$ cat src/rtl/rr_grant_sched_pkg.sv
// Shared types and the rotating-priority pick used by the round-robin scheduler.
package rr_grant_sched_pkg;

  localparam int NUM_REQ = 8;
  localparam int IDX_W   = 3;

  typedef enum logic {
    IDLE  = 1'b0,
    GRANT = 1'b1
  } state_t;

  typedef struct packed {
    logic             found;
    logic [IDX_W-1:0] idx;
  } pick_t;

  // Scan from the highest offset down so the set bit closest to ptr wins last.
  function automatic pick_t rr_pick(input logic [NUM_REQ-1:0] req,
                                    input logic [IDX_W-1:0]   ptr);
    pick_t            r;
    logic [IDX_W-1:0] cand;
    r.found = 1'b0;
    r.idx   = '0;
    for (int i = NUM_REQ - 1; i >= 0; i--) begin
      cand = ptr + IDX_W'(i);
      if (req[cand]) begin
        r.found = 1'b1;
        r.idx   = cand;
      end
    end
    return r;
  endfunction

endpackage

$ cat src/rtl/decoder_3_8.sv
// 3-to-8 one-hot decoder with enable; output is all-zero when E is low.
module decoder_3_8 (
  input  logic       E,
  input  logic [2:0] In,
  output logic [7:0] Out
);

  assign Out = E ? (8'h01 << In) : 8'h00;

endmodule

$ cat src/rtl/rr_grant_sched.sv
// 8-requester round-robin scheduler with bounded tenure; the registered owner
// index and valid flag drive decoder_3_8 to form the one-hot grant.
module rr_grant_sched
  import rr_grant_sched_pkg::*;
#(
  parameter int MAX_HOLD = 15,
  parameter int HOLD_W   = 8
) (
  input  logic               clka,
  input  logic               rst,
  input  logic [NUM_REQ-1:0] req,
  input  logic [NUM_REQ-1:0] done,
  output logic [NUM_REQ-1:0] gnt,
  output logic [IDX_W-1:0]   gnt_idx,
  output logic               gnt_valid,
  output logic               timeout
);

  state_t             state, state_n;
  logic [IDX_W-1:0]   ptr, ptr_n;
  logic [IDX_W-1:0]   idx_n;
  logic               valid_n;
  logic               timeout_n;
  logic [HOLD_W-1:0]  hold_cnt, hold_n;
  pick_t              pick;
  logic               owner_done, owner_gone, hold_max;

  assign pick       = rr_pick(req, ptr);
  assign owner_done = done[gnt_idx];
  assign owner_gone = ~req[gnt_idx];
  assign hold_max   = (hold_cnt == HOLD_W'(MAX_HOLD));

  always_ff @(posedge clka) begin
    if (rst) begin
      state     <= IDLE;
      gnt_idx   <= '0;
      gnt_valid <= 1'b0;
      ptr       <= '0;
      hold_cnt  <= '0;
      timeout   <= 1'b0;
    end else begin
      state     <= state_n;
      gnt_idx   <= idx_n;
      gnt_valid <= valid_n;
      ptr       <= ptr_n;
      hold_cnt  <= hold_n;
      timeout   <= timeout_n;
    end
  end

  // Release priority: owner done, then owner withdrew, then tenure limit.
  // Only the tenure limit raises timeout, so a coincident done suppresses it.
  always_comb begin
    state_n   = state;
    idx_n     = gnt_idx;
    valid_n   = gnt_valid;
    ptr_n     = ptr;
    hold_n    = hold_cnt;
    timeout_n = 1'b0;
    case (state)
      IDLE: begin
        valid_n = 1'b0;
        if (pick.found) begin
          idx_n   = pick.idx;
          valid_n = 1'b1;
          hold_n  = HOLD_W'(1);
          state_n = GRANT;
        end
      end
      GRANT: begin
        if (owner_done || owner_gone || hold_max) begin
          valid_n   = 1'b0;
          state_n   = IDLE;
          ptr_n     = gnt_idx + IDX_W'(1);
          hold_n    = '0;
          timeout_n = ~owner_done & ~owner_gone;
        end else begin
          hold_n = hold_cnt + HOLD_W'(1);
        end
      end
      default: begin
        state_n = IDLE;
        valid_n = 1'b0;
      end
    endcase
  end

  decoder_3_8 u_decoder (
    .E   (gnt_valid),
    .In  (gnt_idx),
    .Out (gnt)
  );

endmodule

$ cat config.mk
export PLATFORM = sky130hd
export DESIGN_NAME = rr_grant_sched
export DESIGN_NICKNAME = d
export VERILOG_FILES = /design/src/rtl/rr_grant_sched_pkg.sv /design/src/rtl/decoder_3_8.sv /design/src/rtl/rr_grant_sched.sv
export SDC_FILE = /design/constraint.sdc
export NUM_CORES = 1
export LEC_CHECK = 0
export ABC_AREA = 1
export ABC_CLOCK_PERIOD_IN_PS = 2700
export BUFFER_PORTS_ARGS = -buffer_cell sky130_fd_sc_hd__buf_2
export CORE_ASPECT_RATIO = 1.1
export CORE_MARGIN = 10
export CORE_UTILIZATION = 50
export CTS_CLUSTER_DIAMETER = 200
export DETAILED_ROUTE_END_ITERATION = 10
export PLACE_DENSITY = 0.73
export SLEW_MARGIN = 20
export SYNTH_ARGS = -nofsm -noshare
export SYNTH_HDL_FRONTEND = slang
export SYNTH_SLANG_ARGS = --single-unit
export TNS_END_PERCENT = 30
$ cat constraint.sdc
create_clock -name clka -period 2.7 [get_ports clka]
set_input_delay 0.405 -clock clka [delete_from_list [all_inputs] [get_ports clka]]
set_output_delay 0.405 -clock clka [all_outputs]
set_load 0.005 [all_outputs]
# Word level (Yosys, flattened, before mapping)

Index checks and enable logic that the tools add are counted.

Add/sub/neg operators: 9
Magnitude comparators: 9
Equal/unequal tests: 3
Shifts and indexed selects: 1
Multiplexer cells: 37
Bitwise gates (word level): 5
Reduce and logical (&&, ||, !) cells: 5

Operators with widths:

| operator                                                                     | number |
|---|---|
| 3-bit by 4-bit less-than comparator with 1-bit output, second input constant | 9 |
| 4-bit two-way mux                                                            | 8 |
| 1-bit binary-select mux with 3-bit select                                    | 10 |
| 8-bit two-way mux                                                            | 3 |
| 8-bit one-hot mux with 2 select lines                                        | 1 |
| 1-bit two-way mux                                                            | 13 |
| 3-bit adder, second input constant                                           | 4 |
| 8-bit by 1-bit adder with 8-bit output, second input constant                | 1 |
| 8-bit by 4-bit equality test with 1-bit output, second input constant        | 1 |
| 1-bit by 3-bit << shifter with 8-bit output, first input constant            | 1 |
| 3-bit by 1-bit adder with 3-bit output, second input constant                | 2 |
| 3-bit by 2-bit adder with 3-bit output, second input constant                | 2 |
| 1-bit NOT                                                                    | 4 |
| 1-bit one-hot mux with 2 select lines                                        | 2 |
| 2-bit AND reduction                                                          | 2 |
| 3-bit OR reduction                                                           | 1 |
| 1-bit logical OR                                                             | 2 |
| 2-bit by 1-bit != test with 1-bit output, second input constant              | 1 |
| 2-bit != test, second input constant                                         | 1 |
| 1-bit AND                                                                    | 1 |

Register bits after elaboration: 17
Input bits: 18
Output and inout bits: 13
Word-level logic and storage cells: 75

# Logic depth before layout (Yosys ltp)

Gate-level depths: netlist of run 1.

Depth after elaboration: 13
Mapped depth: 16
Gate-level depth less buffers: 15

# Cells and area by module

Synthesis of run 1 repeated with hierarchy kept, for this count alone.

Cell total of the unflattened synthesis: 255
Area, all modules: 1,516.5 um2

Modules (own cells, without submodules):

| module         | instances | cells an instance | area each (um2) | sequential area each (um2) |
|---|---|---|---|---|
| rr_grant_sched | 1         | 238               | 1,452.6         | 340.3 |
| decoder_3_8    | 1         | 17                | 63.8            | 0.0 |

# Least setup slack after synthesis of run 1

OpenSTA, ideal clock, no wires.

Path kind: register to register
From: register ptr[0]
To: register gnt_valid
Setup time: 0.115 ns
Data arrival time: 2.177 ns
Data required time: 2.585 ns
Setup slack: 0.408 ns
Cell stages (with the launch flop): 14
Path buffers: 2
Period minus slack after synthesis: 2.292 ns
Cell sequence: dfxtp_1 > buf_4 > inv_2 > buf_6 > ha_1 > inv_1 > nand3_1 > and2_1 > nand2_1 > nand2_1 > nand3b_4 > nor3_4 > nor2_1 > o21a_1

Cells in the longest elaborated chain, start to end: 13
Elaborated cells between the ends (all ways): 33
Those cells by class: add/sub (7); mux (26)

Ends and longest elaborated chain:

| element                                   | RTL line                 | text |
|---|---|---|
| start, declared                           | rr_grant_sched.sv:20     | `logic [IDX_W-1:0] ptr, ptr_n;` |
| start signal, assigned                    | rr_grant_sched.sv:45     | `ptr <= ptr_n;` |
| 3-bit adder                               | rr_grant_sched_pkg.sv:25 | `cand = ptr + IDX_W'(i);` |
| 1-bit binary-select mux with 3-bit select | rr_grant_sched_pkg.sv:26 | `if (req[cand]) begin` |
| 1-bit two-way mux (implied by the code)   | rr_grant_sched_pkg.sv:26 |  |
| 4-bit two-way mux (7 in a row)            | rr_grant_sched_pkg.sv:26 |  |
| 4-bit two-way mux *                       | rr_grant_sched_pkg.sv:26 |  |
| 1-bit two-way mux *                       | rr_grant_sched.sv:63     | `if (pick.found) begin` |
| 1-bit one-hot mux with 2 select lines *   | rr_grant_sched.sv:60     | `case (state)` |
| end signal, assigned                      | rr_grant_sched.sv:44     | `gnt_valid <= valid_n;` |
| end, declared                             | rr_grant_sched.sv:15     | `output logic gnt_valid,` |

Mark *: on every way between the ends. The rest lies on a longest branch, timed or not. The select of a mux whose other input is x is not followed.
A chain may end at the register's enable or synchronous reset.

# Worst setup path in the final report of run 1

Same ends and word-level chain as after synthesis.

==> reports/metrics.yaml, run 1 <==
floorplan:
  fp.dieH_microns: 79.2
  rows: 21
  core-area_sq_um: 3050
  die_w_microns: 73.8
  die_area_sq_um: 5850
  boundaryPins: 31
  start_util_pct: 52.3
worst_hold_path:
  hp-class: "primary input to register"
  holdCritStartpoint: "rst"
  min_to: "hold_cnt[4]$_SDFFE_PP0P_"
  whs_path_depth: 2
critical_path:
  regToRegStartpoint: "ptr[0]$_SDFFE_PP0N_"
  critical_path.startpoint: "ptr[0]$_SDFFE_PP0N_"
  crit_fanout: 10
  end_kind: "register"
  worstPathRequired_ps: 2910
  start_kind: "register"
  worst_r2r_endpoint: "gnt_valid$_SDFFE_PP0P_"
  critical_path_class: "register to register"
  r2r_cells: 11
  critPathArrivalTime_ps: 2580
  r2r_setup_slack_ps: 330
logic_synthesis:
  netlist_instances: 256
  seq_area_frac_synth_pct: 21.4
  synth-seq-cells: 17
  yosysUniqueCellTypes: 32
  ys_warn_count: 0
  synth_top_flop_cell: "dfxtp_1"
  syn_avg_cell_area_sq_um: 6.22
  syn-num-nets: 283
  synth_edf_count: 0
  synthArstFlopShare_pct: 0
  syn_area_sq_um: 1590
timing:
  hold_violations: 0
  grt_setup_unrepaired: "no"
  final.setup.tns_ps: 0
  worst_slew_pin_slew_ps: 533
  drv_slew: 0
  fmax_mhz: 422
  layout_setup_ws_ps: 331
  slew-limit-headroom_pct: 64.4
  post-route-period-util_pct: 87.7
  min_period_ps: 2370
  skew_ps: 8.81
  holdWs_ps: 366
  setup_violations: 0
final_layout:
  regArea_sq_um: 342
  fin_area_sq_um: 1790
  drive_gt1_share_pct: 20.5
  multi_input_area_sq_um: 1100
  finalNonFillerCells: 322
  layout.nets: 316
  antenna_cells: 0
  fillCellCount: 324
  syn_to_final_growth_pct: 12.4
  fin_util_pct: 58.7
drt:
  drt-total-wl_microns: 4240
  wire_per_inst_microns: 13.2
  drt-vias-per-instance: 5.16
  vias: 1662
  route.detailed.drc: 0
  first_iter_violations: 91
  drtPass1Iterations: 4
  ant_nets: 0
job:
  drv_cap: 0
clocking:
  clkTransAtPathRegs_ps: 100
  worstSkewPairLatency_ps: 300
  post_cts_buffers: 0
  clockBufferDepth: 2
  numCtsBuffers: 3
  cts_root_buf: "clkbuf_4"
  clock_sinks: 17
  tritoncts: "yes"
  h-tree-depth: 1
grt:
  antenna_found_initial: 0
  grt_pass1_wl_microns: 7280
  grt_usage_pct: 14.9
  grt_remaining_overflow: 0
  grt_max_degree: 12
  grt_pass1_vias: 1614
placed_design:
  dp.cells: 318
  hpwl_microns: 3450
  placed_area_sq_um: 1760
  portBuffers: 30
  dp_slack_ps: 239
  place_congestion: 0.911
power:
  ir_drop_mv: 0.822
  power_mw: 1.94
  power_density_nw_per_um2: 1080
  leakage_nw: 0.943
run_status:
  outcome: "complete, no violations"
Yosys cell counts (3+ instances only):
master	number	area (sq um)
a21oi_1	18	90.1
dfxtp_1	17	340
ha_1	9	113
inv_1	27	101
inv_2	3	11.3
nand2_1	78	293
nand2_2	7	43.8
nand3_1	41	205
nand3_2	4	40.0
nor2_1	19	71.3
o21ai_0	4	20.0
xor2_1	3	26.3
cells by family (layout without fill, tap and decap cells):
logic type | count (synthesis) | after routing | share of synthesized area, %
flip-flops | 17 | 17 | 21.4
buffers and inverters | 34 | 66 | 9.43
AND/OR/NAND/NOR | 159 | 159 | 47.2
adder cells (fa/ha/maj) | 9 | 9 | 7.07
AO/OA/AOI/OAI | 32 | 32 | 11.7
XOR/XNOR | 5 | 5 | 3.22
how the worst max path moves through the flow:
stage / to
floorplan: gnt_valid$_SDFFE_PP0P_
global placement: gnt_valid$_SDFFE_PP0P_
detailed placement: gnt_valid$_SDFFE_PP0P_
CTS: gnt_valid$_SDFFE_PP0P_
global route: hold_cnt[0]$_SDFFE_PP0P_
finish: gnt_valid$_SDFFE_PP0P_
worst max-delay path: stages, from the launching register on:
cell and delay (ps):
dfxtp_2 440, inv_2 60, ha_1 390, inv_1 210, nand3_1 120, and2_1 170
nand2_1 50, nand2_1 90, nand3b_4 190, nor3_4 350, nor2_1 90, o21a_1 110
cell usage in the layout (no fill, tap or decap), types with 3 or more instances in the layout:
cell and instances:
nand2_1 78, nand3_1 41, buf_2 30, inv_1 27
nor2_1 19, a21oi_1 18, dfxtp_1 16, ha_1 9
nand2_2 7, nand3_2 4, o21ai_0 4, inv_2 3
xor2_1 3, clkbuf_4 3
cell type report:
type	instances	share of cell area, %
sequential	17	19.1
multi-input combinational	205	61.6
inverter	30	6.29
clock buffer	4	1.47
tap	34	2.38
timing repair buffer	32	9.22
layer usage:
layer	track usage, %	wire [microns]
met2	24.4	2060
met5	0	0
met3	1.37	89
met4	7.28	109
met1	18.7	1980
state kept, by name (all words and copies together) (netlist names):
register   flops
gnt_idx        3
gnt_valid      1
timeout        1
hold_cnt       8
ptr            3
state          1
power breakdown:
| part | internal, mW | leakage [nW] | total, mW | switching, mW |
|---|---|---|---|---|
| clock | 0.0576 | 0.0150 | 0.139 | 0.0811 |
| sequential | 0.305 | 0.139 | 0.393 | 0.0872 |
| combinational | 0.491 | 0.789 | 1.41 | 0.920 |
repair_timing:
item / in CTS / in global routing
setup endpoints to repair: 0 / 4
hold buffers: 0 / 0
resized for setup: 0 / 1
Power figures use the tool's default switching activity.
==> inputs of run 2 (changes only) <==
==> constraint.sdc (replaced) <==
create_clock -name clka -period 2.7 [get_ports clka]
set_input_delay 0 -clock clka [delete_from_list [all_inputs] [get_ports clka]]
set_output_delay 0 -clock clka [all_outputs]
set_load 0.005 [all_outputs]
==> reports/metrics.yaml, run 2 (same netlist as run 1, synthesis figures left out) <==
run_status:
  outcome: "complete, no violations"
clocking:
  clkTransAtPathRegs_ps: 100  # about the same
  clock_sinks: 17  # unchanged
  tritoncts: "yes"
  worstSkewPairLatency_ps: 300  # about the same
  h-tree-depth: 1  # unchanged
  post_cts_buffers: 0  # unchanged
  clockBufferDepth: 2  # unchanged
  numCtsBuffers: 3  # unchanged
  cts_root_buf: "clkbuf_4"
timing:
  drv_slew: 0  # unchanged
  skew_ps: 7.94  # -0.877 ps
  fmax_mhz: 423  # +0.25%
  layout_setup_ws_ps: 337  # +5.93 ps
  final.setup.tns_ps: 0  # unchanged
  setup_violations: 0  # unchanged
  post-route-period-util_pct: 87.5  # -0.22 points
  hold_violations: 0  # unchanged
  grt_setup_unrepaired: "no"
  slew-limit-headroom_pct: 64.4  # unchanged
  min_period_ps: 2360  # -5.93 ps
  worst_slew_pin_slew_ps: 533  # unchanged
drt:
  first_iter_violations: 86  # -5.5%
  route.detailed.drc: 0  # unchanged
  drt-total-wl_microns: 4250  # +0.33%
  wire_per_inst_microns: 13.2  # about the same
  ant_nets: 0  # unchanged
  drt-vias-per-instance: 5.13  # -0.67%
  vias: 1656  # -0.36%
  drtPass1Iterations: 4  # unchanged
floorplan:
  die_w_microns: 73.8  # unchanged
  start_util_pct: 52.3  # unchanged
  rows: 21  # unchanged
  boundaryPins: 31  # unchanged
  die_area_sq_um: 5850  # unchanged
  fp.dieH_microns: 79.2  # unchanged
  core-area_sq_um: 3050  # unchanged
power:
  leakage_nw: 0.947  # +0.44%
  ir_drop_mv: 0.826  # +0.51%
  power_density_nw_per_um2: 1080  # -0.57%
final_layout:
  drive_gt1_share_pct: 20.4  # -0.071 points
  largestRegisters: "hold_cnt: 8 flops, gnt_idx: 3 flops, ptr: 3 flops"
  antenna_cells: 0  # unchanged
  top_register: "hold_cnt"
  mostFrequentLayoutCells: "nand2_1 (78), nand3_1 (41), buf_2 (30)"
  final_common_cell: "nand2_1"
  layout.nets: 317  # +0.32%
  fillCellCount: 323  # -0.31%
  largest_reg_flops: 8  # unchanged
  syn_to_final_growth_pct: 13.0
critical_path:
  worstPathRequired_ps: 2910  # about the same
  start_kind: "register"
  critical_path_class: "register to register"
  end_kind: "register"
  cp_slowest_cell: "dfxtp_2"
  critPathArrivalTime_ps: 2570  # about the same
  path_cells: "inv_2 -> ha_1 -> inv_1 -> nand3_1 -> and2_1 -> nand2_1 -> nand2_1 -> nand3b_4 -> nor3_4 -> nor2_1 -> o21a_1"
  cpPeakStageDelay_ps: 440  # about the same
  cp_common_cell: "nand2_1"
  crit_fanout: 10  # unchanged
grt:
  antenna_found_initial: 0  # unchanged
  grt_usage_pct: 14.9  # +0.050 points
  grt_max_degree: 12  # unchanged
  grt_pass1_vias: 1619  # +0.31%
  grt_pass1_wl_microns: 7310  # +0.38%
  grt_remaining_overflow: 0  # unchanged
placed_design:
  hpwl_microns: 3450  # unchanged
  portBuffers: 30  # unchanged
  place_congestion: 0.911  # unchanged
  dp_slack_ps: 239  # unchanged
worst_hold_path:
  hp-class: "primary input to register"
job:
  drv_cap: 0  # unchanged
-- run 2: cell types whose count changed in the layout (fill, tap and decap cells not counted), sizes merged --
cell / previous run / this run
dlygate4sd3: 0 / 1
-- run 2: what timing repair did --
action | in CTS | in global routing
hold endpoints to repair | 6 | 0
hold buffers | 1 | 0
gates resized for setup | 0 | 1
endpoints found under the setup margin | 0 | 4
-- run 2: layout make-up --
cell class,instances,area (sq um),share of cell area (%)
flip-flops and latches,17,342,19.0
inverters,30,113,6.25
multi-input cells,205,1100,61.2
repair buffers,33,175,9.73
well taps,34,42.5,2.36
clock buffers,4,26.3,1.46
-- run 2: worst paths after layout --
check	start	endpoint	slack, ps	cells past startpoint
max	ptr[0]$_SDFFE_PP0N_	gnt_valid$_SDFFE_PP0P_	340	11
min	done[0]	timeout$_SDFF_PP0_	190	6
max reg2reg	ptr[0]$_SDFFE_PP0N_	gnt_valid$_SDFFE_PP0P_	340	11
min reg2reg	hold_cnt[5]$_SDFFE_PP0P_	hold_cnt[5]$_SDFFE_PP0P_	490	2
-- run 2: stage by stage --
stage,cell area [sq um],hold WS [ps],instances,total power [mW],util (%)
2_1_floorplan,1590,179,256,1.48,-
3_3_place_gp,1760,287,318,1.79,57.8
3_5_place_dp,1760,280,318,1.79,57.8
4_1_cts,1800,193,323,1.93,59.0
5_1_grt,1800,242,323,2.15,59.1
6_report,1800,193,323,1.94,59.1
-- run 2: routing by layer --
metal | up-vias | track usage (%) | share of wire, %
li1 | 896 | - | -
met1 | 721 | 18.7 | 47
met2 | 28 | 24.6 | 49
met3 | 11 | 1.37 | 2.1
met4 | 0 | 7.28 | 2.6
met5 | - | 0 | 0
-- run 2: worst max-delay path: cells and delay by family, from the launching register on --
| family | cells | cell delay [ps] |
|---|---|---|
| DFF | 1 | 440 |
| buffers and inverters | 2 | 270 |
| adders and majority gates | 1 | 390 |
| and+or+nand+nor | 7 | 1050 |
| AOI/OAI and AO/OA | 1 | 110 |
-- run 2: power by group --
part	switching (mW)	leakage [nW]	internal (mW)	total [mW]
Sequential	0.0864	0.139	0.305	0.392
Clock	0.0816	0.0150	0.0576	0.139
Combinational	0.919	0.793	0.492	1.41
